`config.mk`:
```
export PLATFORM = sky130hd
export DESIGN_NAME = cordic_angle_prep
export DESIGN_NICKNAME = d
export VERILOG_FILES = /design/src/rtl/cordic_pkg.sv /design/src/rtl/angle_mod360.sv /design/src/rtl/cordic_angle_prep.sv
export SDC_FILE = /design/constraint.sdc
export NUM_CORES = 1
export LEC_CHECK = 0
export ABC_AREA = 1
export CORE_MARGIN = 2
export CORE_UTILIZATION = 35
export CTS_CLUSTER_DIAMETER = 120
export DETAILED_ROUTE_END_ITERATION = 10
export GPL_ROUTABILITY_DRIVEN = 0
export PLACE_DENSITY = 0.52
export SETUP_SLACK_MARGIN = 0.02
export SYNTH_ARGS = -nofsm -noshare
export SYNTH_HDL_FRONTEND = slang
export SYNTH_SLANG_ARGS = --single-unit
```
`constraint.sdc`:
```
create_clock -name clk -period 6.05 [get_ports clk]
set_clock_uncertainty 0.2 [all_clocks]
set_input_delay 1.21 -clock clk [delete_from_list [all_inputs] [get_ports clk]]
set_output_delay 1.21 -clock clk [all_outputs]
set_load 0.01 [all_outputs]
```
`src/rtl/cordic_pkg.sv`:
```
// Shared constants, function codes and FSM encoding for the CORDIC request stage.
package cordic_pkg;

    localparam int ANGLE_W = 16;
    localparam int DEG_90  = 90;
    localparam int DEG_180 = 180;
    localparam int DEG_360 = 360;

    localparam logic [3:0] SEL_SIN = 4'b0100;
    localparam logic [3:0] SEL_COS = 4'b1000;

    typedef enum logic [2:0] {
        S_IDLE,
        S_REDUCE,
        S_ISSUE,
        S_WAIT,
        S_RESP
    } state_t;

    function automatic logic is_trig(input logic [3:0] sel);
        return (sel == SEL_SIN) || (sel == SEL_COS);
    endfunction

endpackage

```
`src/rtl/angle_mod360.sv`:
```
// Iterative angle reducer: 7 restoring subtract steps of 360<<k, then wrap to
// [-180, 180) and fold into [-90, 90]. The last step is resolved combinationally.
module angle_mod360
    import cordic_pkg::*;
(
    input  logic               clk,
    input  logic               rst,
    input  logic               start_i,
    input  logic [ANGLE_W-1:0] angle_i,
    output logic               done_o,
    output logic [ANGLE_W-1:0] angle_o,
    output logic               folded_o
);

    localparam logic        [ANGLE_W-1:0] MOD_U = ANGLE_W'(DEG_360);
    localparam logic signed [ANGLE_W-1:0] S90   = ANGLE_W'(DEG_90);
    localparam logic signed [ANGLE_W-1:0] S180  = ANGLE_W'(DEG_180);
    localparam logic signed [ANGLE_W-1:0] S360  = ANGLE_W'(DEG_360);

    logic        [ANGLE_W-1:0] m_q;
    logic        [ANGLE_W-1:0] m_d;
    logic        [ANGLE_W-1:0] step;
    logic                      neg_q;
    logic        [2:0]         k_q;
    logic                      busy_q;
    logic signed [ANGLE_W-1:0] r;
    logic signed [ANGLE_W-1:0] w;
    logic signed [ANGLE_W-1:0] f;
    logic                      fold;

    always_comb begin
        step = MOD_U << k_q;
        m_d  = (m_q >= step) ? (m_q - step) : m_q;
    end

    always_ff @(posedge clk) begin
        if (rst) begin
            busy_q <= 1'b0;
            k_q    <= 3'd0;
        end else if (start_i) begin
            busy_q <= 1'b1;
            k_q    <= 3'd6;
        end else if (busy_q) begin
            k_q <= k_q - 3'd1;
            if (k_q == 3'd0) begin
                busy_q <= 1'b0;
            end
        end
    end

    // Magnitude fits 16 bits unsigned, so -32768 loads as 32768.
    always_ff @(posedge clk) begin
        if (start_i) begin
            m_q   <= angle_i[ANGLE_W-1] ? (~angle_i + ANGLE_W'(1)) : angle_i;
            neg_q <= angle_i[ANGLE_W-1];
        end else if (busy_q) begin
            m_q <= m_d;
        end
    end

    always_comb begin
        r    = neg_q ? -$signed(m_d) : $signed(m_d);
        w    = r;
        f    = r;
        fold = 1'b0;
        if (r >= S180) begin
            w = r - S360;
        end else if (r < -S180) begin
            w = r + S360;
        end
        f = w;
        if (w > S90) begin
            f    = S180 - w;
            fold = 1'b1;
        end else if (w < -S90) begin
            f    = -S180 - w;
            fold = 1'b1;
        end
    end

    assign done_o   = busy_q && (k_q == 3'd0);
    assign angle_o  = f;
    assign folded_o = fold;

endmodule

```
`src/rtl/cordic_angle_prep.sv`:
```
// Request stage for the CORDIC core: range reduction, single-outstanding issue,
// bounded wait for the core result, cosine sign correction and tagged response.
module cordic_angle_prep
    import cordic_pkg::*;
#(
    parameter int TAG_W   = 4,
    parameter int TIMEOUT = 255
) (
    input  logic             clk,
    input  logic             rst,
    input  logic             req_valid,
    output logic             req_ready,
    input  logic [15:0]      req_angle,
    input  logic [3:0]       req_select,
    input  logic [15:0]      req_another,
    input  logic [TAG_W-1:0] req_tag,
    output logic [15:0]      cor_angle,
    output logic [3:0]       cor_select,
    output logic [15:0]      cor_another,
    output logic             cor_valid,
    input  logic [15:0]      cor_out,
    input  logic             cor_out_valid,
    output logic             rsp_valid,
    input  logic             rsp_ready,
    output logic [15:0]      rsp_data,
    output logic [TAG_W-1:0] rsp_tag,
    output logic             rsp_folded,
    output logic             rsp_err
);

    localparam int               CNT_W    = $clog2(TIMEOUT + 1);
    localparam logic [CNT_W-1:0] CNT_LAST = CNT_W'(TIMEOUT - 1);

    function automatic logic [ANGLE_W-1:0] sat_neg(input logic signed [ANGLE_W-1:0] x);
        if (x == {1'b1, {(ANGLE_W-1){1'b0}}}) begin
            return {1'b0, {(ANGLE_W-1){1'b1}}};
        end
        return ANGLE_W'(-x);
    endfunction

    state_t             state_q, state_d;
    logic [CNT_W-1:0]   cnt_q;
    logic               req_ready_q;
    logic [15:0]        cor_angle_q;
    logic [3:0]         cor_select_q;
    logic [15:0]        cor_another_q;
    logic               cor_valid_q;
    logic [TAG_W-1:0]   tag_q;
    logic               folded_q;
    logic               rsp_valid_q;
    logic [15:0]        rsp_data_q;
    logic [TAG_W-1:0]   rsp_tag_q;
    logic               rsp_folded_q;
    logic               rsp_err_q;

    logic               accept;
    logic               red_start;
    logic               red_done;
    logic [15:0]        red_angle;
    logic               red_folded;
    logic [15:0]        corrected;

    assign accept    = req_valid & req_ready_q;
    assign red_start = accept & is_trig(req_select);

    angle_mod360 u_mod360 (
        .clk      (clk),
        .rst      (rst),
        .start_i  (red_start),
        .angle_i  (req_angle),
        .done_o   (red_done),
        .angle_o  (red_angle),
        .folded_o (red_folded)
    );

    always_comb begin
        state_d = state_q;
        case (state_q)
            S_IDLE:   if (accept) state_d = is_trig(req_select) ? S_REDUCE : S_ISSUE;
            S_REDUCE: if (red_done) state_d = S_ISSUE;
            S_ISSUE:  state_d = S_WAIT;
            S_WAIT:   if (cor_out_valid || (cnt_q == CNT_LAST)) state_d = S_RESP;
            S_RESP:   if (rsp_ready) state_d = S_IDLE;
            default:  state_d = S_IDLE;
        endcase
    end

    // Only a folded cosine changes sign; folded_q is never set for bypass codes.
    assign corrected = ((cor_select_q == SEL_COS) && folded_q) ? sat_neg(cor_out) : cor_out;

    always_ff @(posedge clk) begin
        if (rst) begin
            state_q       <= S_IDLE;
            cnt_q         <= '0;
            req_ready_q   <= 1'b1;
            cor_angle_q   <= '0;
            cor_select_q  <= '0;
            cor_another_q <= '0;
            cor_valid_q   <= 1'b0;
            tag_q         <= '0;
            folded_q      <= 1'b0;
            rsp_valid_q   <= 1'b0;
            rsp_data_q    <= '0;
            rsp_tag_q     <= '0;
            rsp_folded_q  <= 1'b0;
            rsp_err_q     <= 1'b0;
        end else begin
            state_q     <= state_d;
            req_ready_q <= (state_d == S_IDLE);
            cor_valid_q <= (state_d == S_ISSUE);

            if (state_q == S_IDLE && accept) begin
                cor_select_q  <= req_select;
                cor_another_q <= req_another;
                tag_q         <= req_tag;
                if (!is_trig(req_select)) begin
                    cor_angle_q <= req_angle;
                    folded_q    <= 1'b0;
                end
            end

            if (state_q == S_REDUCE && red_done) begin
                cor_angle_q <= red_angle;
                folded_q    <= red_folded;
            end

            if (state_q == S_ISSUE) begin
                cnt_q <= '0;
            end else if (state_q == S_WAIT) begin
                cnt_q <= cnt_q + CNT_W'(1);
            end

            if (state_q == S_WAIT && state_d == S_RESP) begin
                rsp_valid_q  <= 1'b1;
                rsp_tag_q    <= tag_q;
                rsp_folded_q <= folded_q;
                rsp_err_q    <= !cor_out_valid;
                rsp_data_q   <= cor_out_valid ? corrected : 16'h0000;
            end else if (state_q == S_RESP && rsp_ready) begin
                rsp_valid_q <= 1'b0;
            end
        end
    end

    assign req_ready   = req_ready_q;
    assign cor_angle   = cor_angle_q;
    assign cor_select  = cor_select_q;
    assign cor_another = cor_another_q;
    assign cor_valid   = cor_valid_q;
    assign rsp_valid   = rsp_valid_q;
    assign rsp_data    = rsp_data_q;
    assign rsp_tag     = rsp_tag_q;
    assign rsp_folded  = rsp_folded_q;
    assign rsp_err     = rsp_err_q;

endmodule

```
==> run metrics <==
status finished, final reports clean; slowest stage delay, CP 390 ps; Rel. slew slack 0.371; post-DP HPWL 21.3 mm; grt total ovfl 0; worst slew pin tran 943 ps; Initial DRT Pass Iterations 5; Initial Util 0.357; pwr dens 303 nW/µm²; sw frac 0.464; Seq pwr share 0.262; worst-path fanout max 8; critical path endpoint category register; Net Sw Power 1440 µW; placed instance count roughly 1.8k; top cell type's share of synthesized area 0.201; clk root buf clkbuf_16; DRT iter0 DRCs 484; Cell Int Power 1670 µW; Post-synth top flop dfxtp_1; maximum VDD drop between 0.00015 and 0.0002 V; CP arrival between 5000 and 6000 ps; Fmax achieved 180 MHz; worst hold path type register to register; vias in the first global route 8212; largest net degree at the start of global routing 40; Fin. Hold Viols 0; crit path kind register to register; Remaining DRCs 0; Worst R2R Setup Slack 490 ps; FF+latch count, synth slightly below 100; synth warn 0; Post-Place Cell Area roughly 9900 µm²; clk_lat worst skew 350 ps; post-synthesis adder-cell area fraction 0.0447; Die ar. ~25000 µm²; Core Util, Final 0.438; Synth area leaders nand2_1, dfxtp_1, nand3_1; post-layout min period between 5000 and 6000 ps; Logic pwr share 0.545; CTS tree yes; largest family of logic cells by synthesized area simple AND/OR/NAND/NOR gates; gr usage total 0.211; Fill cells 2511; Via Count 8809; Pwr Total 3120 µW; Core Footprint 23500 µm²; TritonCTS buffer count 9; final-report max-slew violation count 0; mux contribution to synthesized area 0.00239; antenna viol nets, final 0; # port buffers between 100 and 150; clk slew on worst S/H paths 80 ps; Synth Area per Inst 6.00 µm²; I/O pin count 122; Lkg Pwr 0.00478 µW; Simple-Gate Fraction of Synth Area 0.451; area leader, netlist nand2_1; final WL between 20 and 30 mm; clock sinks 98; Cells after Synth ~1.4k; syn_nets 1489; Die W 159 µm; clock power share 0.193; CTS Hold Buffers Added 0; setup violators final 0; Tcrit/Tclk final 0.918; EDFF count, synth 17; sequential area share after synthesis 0.254; post-synthesis compound-gate area fraction 0.112; via/cell ratio 4.81; first-pass GRT wire length 43.7 mm; layout cells sized above 1 0.0899; Die Y-Extent 159 µm; row count 56; DR WL/cell 14.6 µm; Critical Path RT 6140 ps; Critical-path top delay cell dfxtp_2; Hold WS 269 ps; CP startpoint kind register; clock tree buffer depth 2; xor/xnor share of the synthesized area 0.0397; Area Growth Syn to Fin 22.6%; post-synth design cell area 8390 µm²; Net count, final 1599; Netlist cell types 45; post-synthesis async set-or-reset flop share 0; maxcap violations 0; fin cells 1833; critical path's most frequent cell nand2_1; initial antenna violation count 1; H-tree Lvls 3; design area slightly above 10000 µm²
[repair_timing]
item                                    4_1_cts  5_1_grt
endpoints found under the setup margin        0       16
resized for setup                             0       11
endpoints found under the hold margin         0        0
buffers inserted                              0        6
[sequential cells by signal, summed over array words and instances (netlist names)]
signal	flops
rsp_tag	4
cnt_q	8
u_mod360.neg_q	1
u_mod360.busy_q	1
state_q	3
cor_another	16
rsp_folded	1
rsp_data	16
folded_q	1
tag_q	4
cor_select	4
rsp_err	1
u_mod360.k_q	3
u_mod360.m_q	16
cor_valid	1
req_ready	1
rsp_valid	1
cor_angle	16
[cell usage after synthesis, types with 7 or more instances]
cell type	number
a21oi_1	61
clkbuf_1	24
inv_2	17
edfxtp_1	17
inv_1	139
nand3_2	8
o21ai_0	92
nor2_2	8
nand2_2	35
nand2_1	450
dfxtp_1	81
ha_1	30
nor2_4	7
nand4_1	18
xor2_1	35
nor3_1	24
nand3_1	133
nor2_1	153
[cell families after synthesis]
family,Yosys count
xor+xnor,38
fa+ha+maj,30
buf+inv,198
mux,2
flops,98
simple gates,858
compound gates,174
[cell usage in the layout (no fill, tap or decap), types with 7 or more instances in the layout]
cell type        synthesis  layout
a21oi_1                 61      61
nand4_1                 18      18
nor2_4                   7       7
clkdlybuf4s50_1          0     121
o21ai_0                 92      92
ha_1                    30      29
nand2_2                 35      35
nor3_1                  24      23
nand2_1                450     449
buf_4                    2      15
nor2_2                   8      10
clkbuf_16                0      10
xor2_1                  35      35
nand3_1                133     132
nor2_1                 153     151
nand3_2                  8       9
dfxtp_1                 81      79
edfxtp_1                17      17
inv_1                  139     139
inv_2                   17      17
[through the flow]
step           setup slack, ps  setup TNS [ps]
2_1_floorplan             1270               0
3_3_place_gp               263               0
3_5_place_dp               154               0
4_1_cts                    128               0
5_1_grt                  -2.50           -2.50
6_report                   495               0
[routing by layer]
metal  GRT usage  up-vias  part of all wire
met1       0.297     3844              0.49
met3      0.0585       18             0.078
met2       0.324      242              0.43
met4      0.0350        0            0.0084
li1            -     4705                 -
met5           0        -                 0
[power by group through the flow]
stage                     sequential [µW]  clock (µW)  combinational [µW]
after floorplan                       848           0                1120
after global placement                830           0                1680
after detailed placement              829           0                1650
after CTS                             817         617                1670
after global routing                  828         645                1910
final                                 817         601                1700
[worst max-delay path: cells and delay by family (launching register included)]
kind,cells,cell delay [ps]
adders and majority gates,2,650
muxes,1,180
xor gates and xnor gates,1,210
DFF,1,390
AOI/OAI and AO/OA,4,830
buffers and inverters,5,690
and+or+nand+nor,21,2350
[area by class of cell]
class	count	area, µm²	share of cell area
multi-input cells	1103	5510	0.536
clock inverters	6	63.8	0.00621
repair buffers	136	1320	0.129
clock buffers	10	250	0.0243
well taps	319	399	0.0388
flip-flops and latches	98	2130	0.208
diodes	1	2.50	0.000243
inverters	160	601	0.0584
[final timing paths]
check,from,cells after the start,endpoint
hold / removal,rsp_valid,2,rsp_valid
setup reg to reg,u_mod360.k_q[0],34,cor_angle[12]
hold reg to reg,rsp_valid,2,rsp_valid
setup / recovery,u_mod360.k_q[0],34,cor_angle[12]
Power figures use the tool's default switching activity.
==> RTL edit (same settings) <==
Register the output `rsp_err` once more, cleared by the reset; this adds one clock of latency there. The other outputs are not delayed to match.
--- a/src/rtl/cordic_angle_prep.sv
+++ b/src/rtl/cordic_angle_prep.sv
@@ -153,3 +153,9 @@
     assign rsp_folded  = rsp_folded_q;
-    assign rsp_err     = rsp_err_q;
+    always_ff @(posedge clk) begin
+        if (rst) begin
+            rsp_err <= '0;
+        end else begin
+            rsp_err <= rsp_err_q;
+        end
+    end
 
Function: same outputs for any inputs over 4 cycles, from zero or initial values and one cycle with rst high; that may be too few to reach the edited logic, so the function may still have changed.
==> RTL edit against the original RTL <==
Synthesized area hardly changed; critical path depth is 4 higher; routed wire length is 0.84% lower; worst setup slack worse by 0.045 ns; power is 2.1% higher; sequential power is 1% higher; sequential share of layout area is 0.20 points higher; cell area hardly changed; non-clock buffer count stayed put; sequential cell count is 1 higher; count of clock-buffer cells in the layout is 1 lower; critical endpoint is now cor_angle[9]; highest routed layer unchanged.
==> RTL edit: results (changes against the original RTL) <==
| Metric | Value |
|---|---|
| Vias in the first global route | 8400 (+2.3%) |
| Clock transition at path regs | ~0.070 ns |
| Sequential-to-total area share from yosys stat | 25.64% (+0.23 points) |
| Placement Cell Area | 9907 um^2 (+0.37%) |
| Synth Area per Inst | 6.011 um^2 (+0.17%) |
| Fillers | 2587 (+3.0%) |
| Worst min-delay path class | flip-flop to flip-flop |
| Routed wl met2 | 12010 um (+5.0%) |
| Clk Latency, worst-skew pair | about 0.36 ns |
| Sw frac | 47.18% (+0.83 points) |
| DR vias/cell | 4.839 (+0.69%) |
| M2 GR Usage | 34.54% (+2.1 points) |
| CP max FO | 15 (+7) |
| Synth top cells by count | nand2_1, nor2_1, inv_1, nand3_1, o21ai_0 |
| Vias | 8855 (+0.52%) |
| Worst Tran Pin Value | 0.9367 ns (-0.006775 ns) |
| Total CTS buffers | 9 (unchanged) |
| Final HPWL DP | 21060 um (-1.0%) |
| Initial antenna violation count | 1 (unchanged) |
| Async SR Flop Fraction | 0% (unchanged) |
| P_leak | 4.771 nW (-0.11%) |
| First-iteration detailed-routing DRC count | 590 (+22%) |
| Htree depth | 3 (unchanged) |
| Met3 routed WL | 1856 um (-11%) |
| CP max stage cell | dfxtp_2 |
| EDFF count, synth | 17 (unchanged) |
| GR Util All Layers | 20.93% (-0.15 points) |
| Uppermost routed layer | met4 |
| Final wirelength | 26560 um (-0.84%) |
| Post-Place Setup Slack | 0.1397 ns (-0.01424 ns) |
| Met1 GRT Util | 27.24% (-2.5 points) |
| Root buffer cell | clkbuf_16 |
| Final setup vio count | 0 (unchanged) |
| Clk buf depth | 2 (unchanged) |
| Wire length of the first global-routing pass | 43410 um (-0.57%) |
| Nets | 1596 (-0.19%) |
| M1 wire length | 12340 um (-5.4%) |
| Placed Instances | 1814 (+0.28%) |
| Worst IR Drop VDD | 0.1560 mV (-18%) |
| Layout cell share with drive strength beyond 1 | 9.464% (+0.48 points) |
| Port bufs | 121 (unchanged) |
| Outcome | finished clean |
| Largest cells by area after synthesis | nand2_1, dfxtp_1, nand3_1, nor2_1, edfxtp_1 |
| Met3 usage | 5.669% (-0.18 points) |
| Setup Buffers After CTS | 0 (unchanged) |
| Net count after synthesis | 1486 (-0.20%) |
| Drt pass-1 iters | 6 (+1) |
| Worst Path Arrival | 5.67 ns (+0.03 ns) |
| Largest net degree at the start of global routing | 42 (+5.0%) |
| Synth cell types | 46 (+2.2%) |
| YS warnings | 0 (unchanged) |
| N_diodes | 0 (-1) |
| Synth Flop Type | dfxtp_1 |
| Worst stage delay on the critical path | 0.39 ns (about the same) |
RTL edit: critical path, delay by kind of cell, from the launching register on:
kind | cells | cell delay, ns
buf+inv | 6 | 0.65
mux | 1 | 0.23
simple gates | 26 | 2.90
flops | 1 | 0.39
compound gates | 3 | 0.39
fa+ha+maj | 2 | 0.73
RTL edit: area by class of cell:
cell class	count	area (um^2)	share of cell area [%]
clock inverters	7	73.82	0.7181
clock buffers	9	225.2	2.191
multi-input cells	1105	5527	53.76
well taps	319	399.1	3.883
repair buffers	136	1319	12.83
flip-flops and latches	99	2155	20.96
inverters	155	581.8	5.660
RTL edit: power groups by stage:
stage	Sequential, W	Clock [W]	Combinational (W)
after global routing	0.000840	0.000626	0.00198
final	0.000828	0.000589	0.00177
after global placement	0.000840	0	0.00175
after CTS	0.000828	0.000602	0.00174
after detailed placement	0.000839	0	0.00173
after floorplan	0.000859	0	0.00117
RTL edit: cells by family after synthesis:
family          share of synthesized area (%)
fa+ha+maj                               4.324
compound gates                          11.02
xor+xnor                                4.175
simple gates                            45.19
buf+inv                                 9.408
flops                                   25.64
mux                                    0.2386
RTL edit: path summary, 6_finish.rpt:
kind / startpoint / to / slack, ns / cells after the start
worst max-delay path: u_mod360.k_q[0] / cor_angle[9] / 0.45 / 38
worst min-delay path: rsp_err_q / rsp_err / 0.25 / 2
worst max register to register: u_mod360.k_q[0] / cor_angle[9] / 0.45 / 38
worst min register to register: rsp_err_q / rsp_err / 0.25 / 2
RTL edit: timing repair:
| item | 4_1_cts | 5_1_grt |
|---|---|---|
| resized for setup | 0 | 18 |
| hold endpoints to repair | 0 | 0 |
| setup endpoints to repair | 0 | 16 |
